===== src/rtl/bmp_scan_pkg.sv =====
// Shared types and default geometry for the bitmap scan sequencer.
// Pulled into the top and the watchdog with a wildcard import.
package bmp_scan_pkg;

   localparam int DEF_NCOLS  = 24;
   localparam int DEF_NROWS  = 64;
   localparam int DEF_TO_CYC = 15;

   typedef enum logic [3:0] {
      ST_IDLE     = 4'd0,
      ST_LOAD     = 4'd1,
      ST_SETTLE   = 4'd2,
      ST_REQ      = 4'd3,
      ST_WAIT_RDY = 4'd4,
      ST_START    = 4'd5,
      ST_WAIT_ALU = 4'd6,
      ST_DONE     = 4'd7,
      ST_ERR      = 4'd8
   } state_t;

   typedef enum logic [1:0] {
      MODE_COL = 2'b00,
      MODE_TOP = 2'b01,
      MODE_BOT = 2'b10,
      MODE_RSV = 2'b11
   } mode_t;

   typedef enum logic [1:0] {
      ERR_NONE    = 2'b00,
      ERR_MODE    = 2'b01,
      ERR_TIMEOUT = 2'b10,
      ERR_ABORT   = 2'b11
   } err_t;

endpackage


===== src/rtl/bmp_scan_wdog.sv =====
// Ready-wait watchdog: 4-bit counter cleared on request, counting while enabled.
// o_expire flags the last permitted waiting cycle so the FSM can leave on the next edge.
module bmp_scan_wdog
   import bmp_scan_pkg::*;
#(
   parameter int TO_CYC = DEF_TO_CYC
) (
   input  logic clk,
   input  logic rst_n,
   input  logic i_clr,
   input  logic i_en,
   output logic o_expire
);

   logic [3:0] r_cnt;

   always_ff @(posedge clk) begin
      if (!rst_n) begin
         r_cnt <= 4'd0;
      end else if (i_clr) begin
         r_cnt <= 4'd0;
      end else if (i_en && (r_cnt != 4'hF)) begin
         r_cnt <= r_cnt + 4'd1;
      end
   end

   assign o_expire = i_en && (r_cnt >= 4'(TO_CYC - 1));

endmodule


===== src/rtl/bmp_scan_sequencer.sv =====
// Runs one scan job: load the bitmap register, then per slice request it, wait for ready,
// start the compare ALU and wait for completion. All strobes are decoded from the state.
module bmp_scan_sequencer
   import bmp_scan_pkg::*;
#(
   parameter int NCOLS  = DEF_NCOLS,
   parameter int NROWS  = DEF_NROWS,
   parameter int TO_CYC = DEF_TO_CYC
) (
   input  logic       clk,
   input  logic       rst_n,
   input  logic       job_valid,
   output logic       job_ready,
   input  logic [1:0] job_mode,
   input  logic       abort,
   output logic       bmp_wren,
   output logic       bmp_nextcol,
   output logic       bmp_nextrowtop,
   output logic       bmp_nextrowbot,
   input  logic       bmp_colready,
   input  logic       bmp_rowtopready,
   input  logic       bmp_rowbotready,
   output logic       alu_start,
   output logic [5:0] alu_idx,
   output logic       alu_last,
   input  logic       alu_done,
   output logic       busy,
   output logic       job_done,
   output logic       job_err,
   output logic [1:0] err_code,
   output logic [3:0] o_dbg_state
);

   // Handshake: a job is taken on any rising edge where job_valid && job_ready; job_ready
   // is high only in IDLE, so requests made while busy are dropped, never queued.

   localparam logic [5:0] COL_LAST = 6'(NCOLS - 1);
   localparam logic [5:0] ROW_LAST = 6'(NROWS - 1);

   state_t     r_state;
   state_t     w_next;
   mode_t      r_mode;
   err_t       r_err;
   err_t       w_err_next;
   logic [5:0] r_cnt;
   logic       w_cnt_inc;
   logic       w_accept;
   logic       w_rdy;
   logic       w_last;
   logic       w_abortable;
   logic       w_expire;

   assign w_accept    = (r_state == ST_IDLE) && job_valid;
   assign w_last      = (r_cnt == ((r_mode == MODE_COL) ? COL_LAST : ROW_LAST));
   assign w_abortable = (r_state != ST_IDLE) && (r_state != ST_DONE) && (r_state != ST_ERR);

   always_comb begin
      w_rdy = 1'b0;
      case (r_mode)
         MODE_COL: w_rdy = bmp_colready;
         MODE_TOP: w_rdy = bmp_rowtopready;
         MODE_BOT: w_rdy = bmp_rowbotready;
         default:  w_rdy = 1'b0;
      endcase
   end

   bmp_scan_wdog #(.TO_CYC(TO_CYC)) u_wdog (
      .clk      (clk),
      .rst_n    (rst_n),
      .i_clr    (r_state == ST_REQ),
      .i_en     (r_state == ST_WAIT_RDY),
      .o_expire (w_expire)
   );

   always_comb begin
      w_next         = r_state;
      w_err_next     = r_err;
      w_cnt_inc      = 1'b0;
      job_ready      = (r_state == ST_IDLE);
      busy           = (r_state != ST_IDLE);
      bmp_wren       = 1'b0;
      bmp_nextcol    = 1'b0;
      bmp_nextrowtop = 1'b0;
      bmp_nextrowbot = 1'b0;
      alu_start      = 1'b0;
      alu_last       = 1'b0;
      job_done       = 1'b0;
      job_err        = 1'b0;
      case (r_state)
         ST_IDLE: begin
            if (job_valid) begin
               if (mode_t'(job_mode) == MODE_RSV) begin
                  w_next     = ST_ERR;
                  w_err_next = ERR_MODE;
               end else begin
                  w_next     = ST_LOAD;
                  w_err_next = ERR_NONE;
               end
            end
         end
         ST_LOAD: begin
            bmp_wren = 1'b1;
            w_next   = ST_SETTLE;
         end
         ST_SETTLE: w_next = ST_REQ;
         ST_REQ: begin
            bmp_nextcol    = (r_mode == MODE_COL);
            bmp_nextrowtop = (r_mode == MODE_TOP);
            bmp_nextrowbot = (r_mode == MODE_BOT);
            w_next         = ST_WAIT_RDY;
         end
         ST_WAIT_RDY: begin
            // A ready on the final permitted cycle still wins over the timeout.
            if (w_rdy) begin
               w_next = ST_START;
            end else if (w_expire) begin
               w_next     = ST_ERR;
               w_err_next = ERR_TIMEOUT;
            end
         end
         ST_START: begin
            alu_start = 1'b1;
            alu_last  = w_last;
            w_next    = ST_WAIT_ALU;
         end
         ST_WAIT_ALU: begin
            if (alu_done) begin
               if (w_last) begin
                  w_next = ST_DONE;
               end else begin
                  w_cnt_inc = 1'b1;
                  w_next    = ST_REQ;
               end
            end
         end
         ST_DONE: begin
            job_done = 1'b1;
            w_next   = ST_IDLE;
         end
         ST_ERR: begin
            job_err = 1'b1;
            w_next  = ST_IDLE;
         end
         default: w_next = ST_IDLE;
      endcase
      if (abort && w_abortable) begin
         w_next     = ST_ERR;
         w_err_next = ERR_ABORT;
         w_cnt_inc  = 1'b0;
      end
   end

   always_ff @(posedge clk) begin
      if (!rst_n) begin
         r_state <= ST_IDLE;
         r_mode  <= MODE_COL;
         r_err   <= ERR_NONE;
         r_cnt   <= 6'd0;
      end else begin
         r_state <= w_next;
         r_err   <= w_err_next;
         if (w_accept) begin
            r_mode <= mode_t'(job_mode);
            r_cnt  <= 6'd0;
         end else if (w_cnt_inc) begin
            r_cnt <= r_cnt + 6'd1;
         end
      end
   end

   assign alu_idx     = r_cnt;
   assign err_code    = r_err;
   assign o_dbg_state = r_state;

endmodule


===== config.mk =====
export PLATFORM = sky130hd
export DESIGN_NAME = bmp_scan_sequencer
export DESIGN_NICKNAME = d
export VERILOG_FILES = /design/src/rtl/bmp_scan_pkg.sv /design/src/rtl/bmp_scan_wdog.sv /design/src/rtl/bmp_scan_sequencer.sv
export SDC_FILE = /design/constraint.sdc
export NUM_CORES = 1
export LEC_CHECK = 0
export ABC_AREA = 1
export CAP_MARGIN = 20
export CORE_MARGIN = 3
export CORE_UTILIZATION = 30
export CTS_BUF_LIST = sky130_fd_sc_hd__clkbuf_8
export DETAILED_ROUTE_END_ITERATION = 6
export HOLD_SLACK_MARGIN = 0.12
export MAX_ROUTING_LAYER = met4
export SLEW_MARGIN = 10
export SYNTH_ARGS = -nofsm -noshare
export SYNTH_HDL_FRONTEND = slang
export SYNTH_SLANG_ARGS = --single-unit

===== constraint.sdc =====
create_clock -name clk -period 2.1 [get_ports clk]
set_input_delay 0.315 -clock clk [delete_from_list [all_inputs] [get_ports clk]]
set_output_delay 0.315 -clock clk [all_outputs]
set_load 0.05 [all_outputs]

# After elaboration in Yosys (flattened, before gate mapping)
# Cells that the tools add are included.
dict set report op_classes {
  add_sub_neg 2
  n_mul 0
  n_div 0
  order_cmp 1
  eq_ne 23
  n_shift 0
  n_mux 28
  bitwise_logic 1
  reduce_logical 16
}
# operator count
set op_table {}
lappend op_table {{4-bit one-hot mux with 7 select lines} 1}
lappend op_table {{4-bit 2-to-1 mux} 6}
lappend op_table {{4-bit by 3-bit == test with 1-bit output (second input constant)} 4}
lappend op_table {{1-bit 2-to-1 mux} 13}
lappend op_table {{3-bit inequality test (second input constant)} 4}
lappend op_table {{4-bit inequality test (second input constant)} 3}
lappend op_table {{4-bit by 2-bit == test with 1-bit output (second input constant)} 2}
lappend op_table {{2-bit 2-to-1 mux} 4}
lappend op_table {{6-bit by 1-bit adder with 6-bit output (second input constant)} 1}
lappend op_table {{6-bit == test} 1}
lappend op_table {{1-bit logical AND} 6}
lappend op_table {{6-bit 2-to-1 mux} 1}
lappend op_table {{3-bit AND reduction} 2}
lappend op_table {{2-bit OR reduction} 3}
lappend op_table {{4-bit by 1-bit adder with 4-bit output (second input constant)} 1}
lappend op_table {{2-bit == test (second input constant)} 2}
lappend op_table {{4-bit by 1-bit == test with 1-bit output (second input constant)} 1}
lappend op_table {{4-bit == test (second input constant)} 1}
lappend op_table {{4-bit greater-or-equal comparator (second input constant)} 1}
lappend op_table {{4-bit zero test} 1}
lappend op_table {{2-bit inequality test (second input constant)} 2}
lappend op_table {{4-bit by 3-bit inequality test with 1-bit output (second input constant)} 1}
lappend op_table {{2-bit one-hot mux with 2 select lines} 1}
lappend op_table {{4-bit AND reduction} 1}
lappend op_table {{other kinds (8)} 8}
dict set report totals {
  ff_bits 18
  latchBits 0
  ram_bits 0
  rom_bits 0
  input_bits 10
  output_inout_bits 22
  word_cells 77
  memories 0
}

# Depth between registers and ports, before layout
# Gate-level depths: netlist of run 1.
dict set report depth {
  word_depth 7
  mapped_depth 12
}

# Hierarchy
# From an unflattened synthesis of run 1, not the netlist that was laid out.
dict set report unflattened {
  hier_cells 177
  hier_area_um2 1188.6
}
# module instances cells_each area_per_inst_um2 seq_area_each_um2
set modules_own_cells {}
lappend modules_own_cells {bmp_scan_sequencer 1 143 935.9 280.3}
lappend modules_own_cells {bmp_scan_wdog 1 34 252.7 80.1}

# Worst setup path after synthesis of run 1
# Ideal clock, no wire load.
dict set report synth_timing {
  kind {register -> output}
  from {register r_cnt[1], in the netlist alu_idx[1]}
  to {output port alu_last}
  arrival_ps 2728
  t_required_ps 1785
  setup_slack_ps -943
  stages_incl_launch_ff 6
  path_buffers 0
  path_cell_list {dfxtp_1 ha_1 inv_1 nor2_1 nand3_1 nor4_1}
}
dict set report synth_between {
  elab_chain_cells 2
}
# item line
set synth_lines {}
lappend synth_lines {{from (decl)} bmp_scan_sequencer.sv:45} ;# logic [5:0] r_cnt;
lappend synth_lines {{from (signal assigned)} bmp_scan_sequencer.sv:166} ;# r_cnt <= r_cnt + 6'd1;
lappend synth_lines {{6-bit == test} bmp_scan_sequencer.sv:54} ;# assign w_last = (r_cnt == ((r_mode == MODE_COL) ? COL_LAST : ROW_LAST));
lappend synth_lines {{1-bit 2-to-1 mux} bmp_scan_sequencer.sv:89} ;# case (r_state)
lappend synth_lines {{to (decl)} bmp_scan_sequencer.sv:25} ;# output logic alu_last,
# No other way between the ends.

# Worst setup path after layout of run 1
dict set report layout_timing {
  from {register r_state[2], in the netlist o_dbg_state[2]}
  to {output port bmp_nextrowtop}
}
dict set report layout_between {
  elab_chain_cells 2
}
# item line
set layout_lines {}
lappend layout_lines {{from (decl)} bmp_scan_sequencer.sv:40} ;# state_t r_state;
lappend layout_lines {{from (signal assigned)} bmp_scan_sequencer.sv:160} ;# r_state <= w_next;
lappend layout_lines {{4-bit by 2-bit == test with 1-bit output} bmp_scan_sequencer.sv:89}
lappend layout_lines {{1-bit 2-to-1 mux} bmp_scan_sequencer.sv:89}
lappend layout_lines {{to (decl)} bmp_scan_sequencer.sv:18} ;# output logic bmp_nextrowtop,
# No other way between the ends.

==> flow_summary.toml, run 1 <==
[final_layout]
layout-drive-gt1-share_pct = 20.47
final_core_util_pct = 44.53
fin_nets = 229
num_antenna_cells = 0
area_growth_pct = 38.67

[yosys]
synthCells = 181
syn_nets = 194
synth_fa_ha_area_share_pct = 3.077
synthMuxAreaShare_pct = 0
syn_area_per_cell_um2 = 6.740
syn-cell-area_um2 = 1220
synthSimpleGateAreaFrac_pct = 44.62
yosysSeqAreaShare_pct = 29.54
synth_top_family_by_area = "simple AND/OR/NAND/NOR gates"
synth_seq_cells = 18
yosysUniqueCellTypes = 27
synth_compound_area_share_pct = 9.949
yosys_warnings = 0
synth_xor_area_share_pct = 3.590

[critical_path]
ff2ff_setup_slack_ns = 0.69
crit_top_cell = "inv_1"
path_cells = "inv_1, nand2_1, nor2_1, inv_1, nor3_1, buf_12"
criticalPathCategory = "flip-flop to output pin"
critPathMaxStageDelay_ns = 0.36
end_kind = "output pin"
r2r_start = "alu_idx[1]$_SDFFE_PP0P_"
critPathLaunchType = "flip-flop"
slowest_stage = "dfxtp_1"
worstPathArrival_ns = 1.65
cp.required_ns = 1.78
path_max_fanout = 4
crit_path_start = "o_dbg_state[2]$_SDFFE_PP0P_"

[routing]
num_vias = 1181
firstDrtPassIters = 5
viasPerCell = 4.490
drc_errors = 0
wl_um = 2843
drt_iter0_markers = 70
avgRoutedWirePerCell_um = 10.81
antenna_left = 0

[clocking]
cts.sinks = 18
cts_tree = "done"
cts_max_path_buffers = 2
clk_latency_ns = 0.26
htreeDepth = 1
cts_made_buffers = 3
clkTransAtPathRegs_ns = 0.08
cts_setup_buffers = 0
cts_root_buf = "clkbuf_8"

[sta]
worst_slew_pin_slew_ns = 0.5027
slew-limit-headroom_pct = 66.38
setup_tns_ns = 0
hold_violations = 0
setup_viol = 0
setup_ws_ns = 0.1359
worst_clock_skew_ns = 0.01023
fmax_mhz = 509.1
holdWs_ns = 0.4653
timing.final.crit_period_ns = 1.964
rsz0062_at_grt = "yes"
final_max_slew_viol_count = 0
period_share_pct = 93.53

[die]
start_util_pct = 32.11
design.core.area_um2 = 3799
num_rows = 22
die_area_um2 = 4868
die_y_um = 69.77
ios = 32
die_w_um = 69.77

[place]
place_ws_ns = 0.3498
gp_congestion = 0.7841
dp_hpwl_um = 2294
numPortBuffers = 31

[power]
ir_drop_mv = 0.4349
powerDensity_nw_per_um2 = 1108
p_leak_nw = 0.7194
total_power_mw = 1.875

[global_route]
antenna_found_initial = 0
overflow = 0
grt_pass1_vias = 1106
grt_max_degree = 11
grt_pass1_wl_um = 5050
grtUsageTotal_pct = 12.92

[min_path]
min_from = "err_code[1]$_SDFFE_PN0P_"
hold_class = "flip-flop to flip-flop"

[outcome]
outcome = "completed"

[job]
maxCapViolations = 0
-- worst max-delay path, delay by kind of cell, from the launching register on --
kind,cells,cell delay (ns)
and+or+nand+nor,3,0.59
DFF,1,0.36
buffers and inverters,3,0.44
-- metal layers --
| metal | share of wire [%] | GRT usage (%) | vias up |
|---|---|---|---|
| li1 | - | - | 646 |
| met1 | 47 | 16.31 | 512 |
| met2 | 48 | 20.99 | 21 |
| met3 | 3.9 | 3.623 | 2 |
| met4 | 0.42 | 1.915 | 0 |
| met5 | 0 | - | - |
-- cells in the mapped netlist, drive strengths merged --
master	n	area share, %
xor2	4	2.9
a211oi	1	0.62
nor3	7	3.8
inv	28	8.8
nand4	3	2.1
o221ai	1	0.72
a21oi	15	6.2
nor4	2	1.0
nor2	22	9.9
nand3	11	5.3
o21ai	6	2.5
xnor2	1	0.72
dfxtp	18	30
nand2	57	22
ha	3	3.1
clkbuf	1	0.41
nand3b	1	0.62
-- area by class of cell --
cell class / instances / area, µm²
repair buffers: 31 / 335.3
clock buffers: 4 / 55.05
inverters: 28 / 107.6
multi-input cells: 134 / 772.0
fillers: 409 / 2107
flip-flops and latches: 18 / 361.6
well taps: 48 / 60.06
-- stage by stage --
stage	instances	instance area, µm²
after floorplan	181	1226
after global placement	259	1617
after detailed placement	259	1617
after CTS	263	1672
after global routing	263	1692
final	263	1692
-- sequential cells by signal, summed over array words and instances (netlist names) --
name,flops
err_code,2
r_mode,2
u_wdog.r_cnt,4
o_dbg_state,4
alu_idx,6
-- repair_timing --
item / CTS / global route
hold buffers: 0 / 0
endpoints found under the setup margin: 0 / 3
hold endpoints to repair: 0 / 0
resized for setup: 0 / 4
-- cell usage in the layout (no fill, tap or decap), types with 5 or more instances in the layout --
cell type / n
nand2_1: 44
nor3_1: 5
nor2_1: 16
clkdlybuf4s50_1: 21
dfxtp_1: 17
a21oi_1: 15
inv_1: 25
nand3_1: 8
nand2_2: 9
o21ai_0: 6
buf_4: 6
-- path summary, 6_finish.rpt --
check / end / depth (start not counted)
setup / recovery: bmp_nextrowtop / 6
hold / removal: err_code[1]$_SDFFE_PN0P_ / 2
setup reg to reg: alu_idx[5]$_SDFFE_PP0P_ / 8
hold reg to reg: err_code[1]$_SDFFE_PN0P_ / 2
-- power by group --
group	leakage [nW]	internal (mW)	switching, mW	total [mW]
registers	0.147	0.400	0.0720	0.472
logic	0.544	0.337	0.774	1.11
clock network	0.0288	0.167	0.126	0.293
total	0.719	0.903	0.972	1.88
-- cells by family (layout without fill, tap and decap cells) --
kind of cell / count (synthesis) / in the layout
simple gates: 103 / 103
xor+xnor: 5 / 5
flops: 18 / 18
compound gates: 23 / 23
fa+ha+maj: 3 / 3
buf+inv: 29 / 63
Power figures use the tool's default switching activity.
==> run 2, diff against run 1 <==
--- a/config.mk
+++ b/config.mk
@@ -6,7 +6,8 @@
 export NUM_CORES = 1
 export LEC_CHECK = 0
 export ABC_AREA = 1
-export CAP_MARGIN = 20
+export ABC_CLOCK_PERIOD_IN_PS = 2100
+export CAP_MARGIN = 40
 export CORE_MARGIN = 3
 export CORE_UTILIZATION = 30
 export CTS_BUF_LIST = sky130_fd_sc_hd__clkbuf_8
==> results of run 2 <==
Final layout, timing and power as in run 1 (identical DEF).
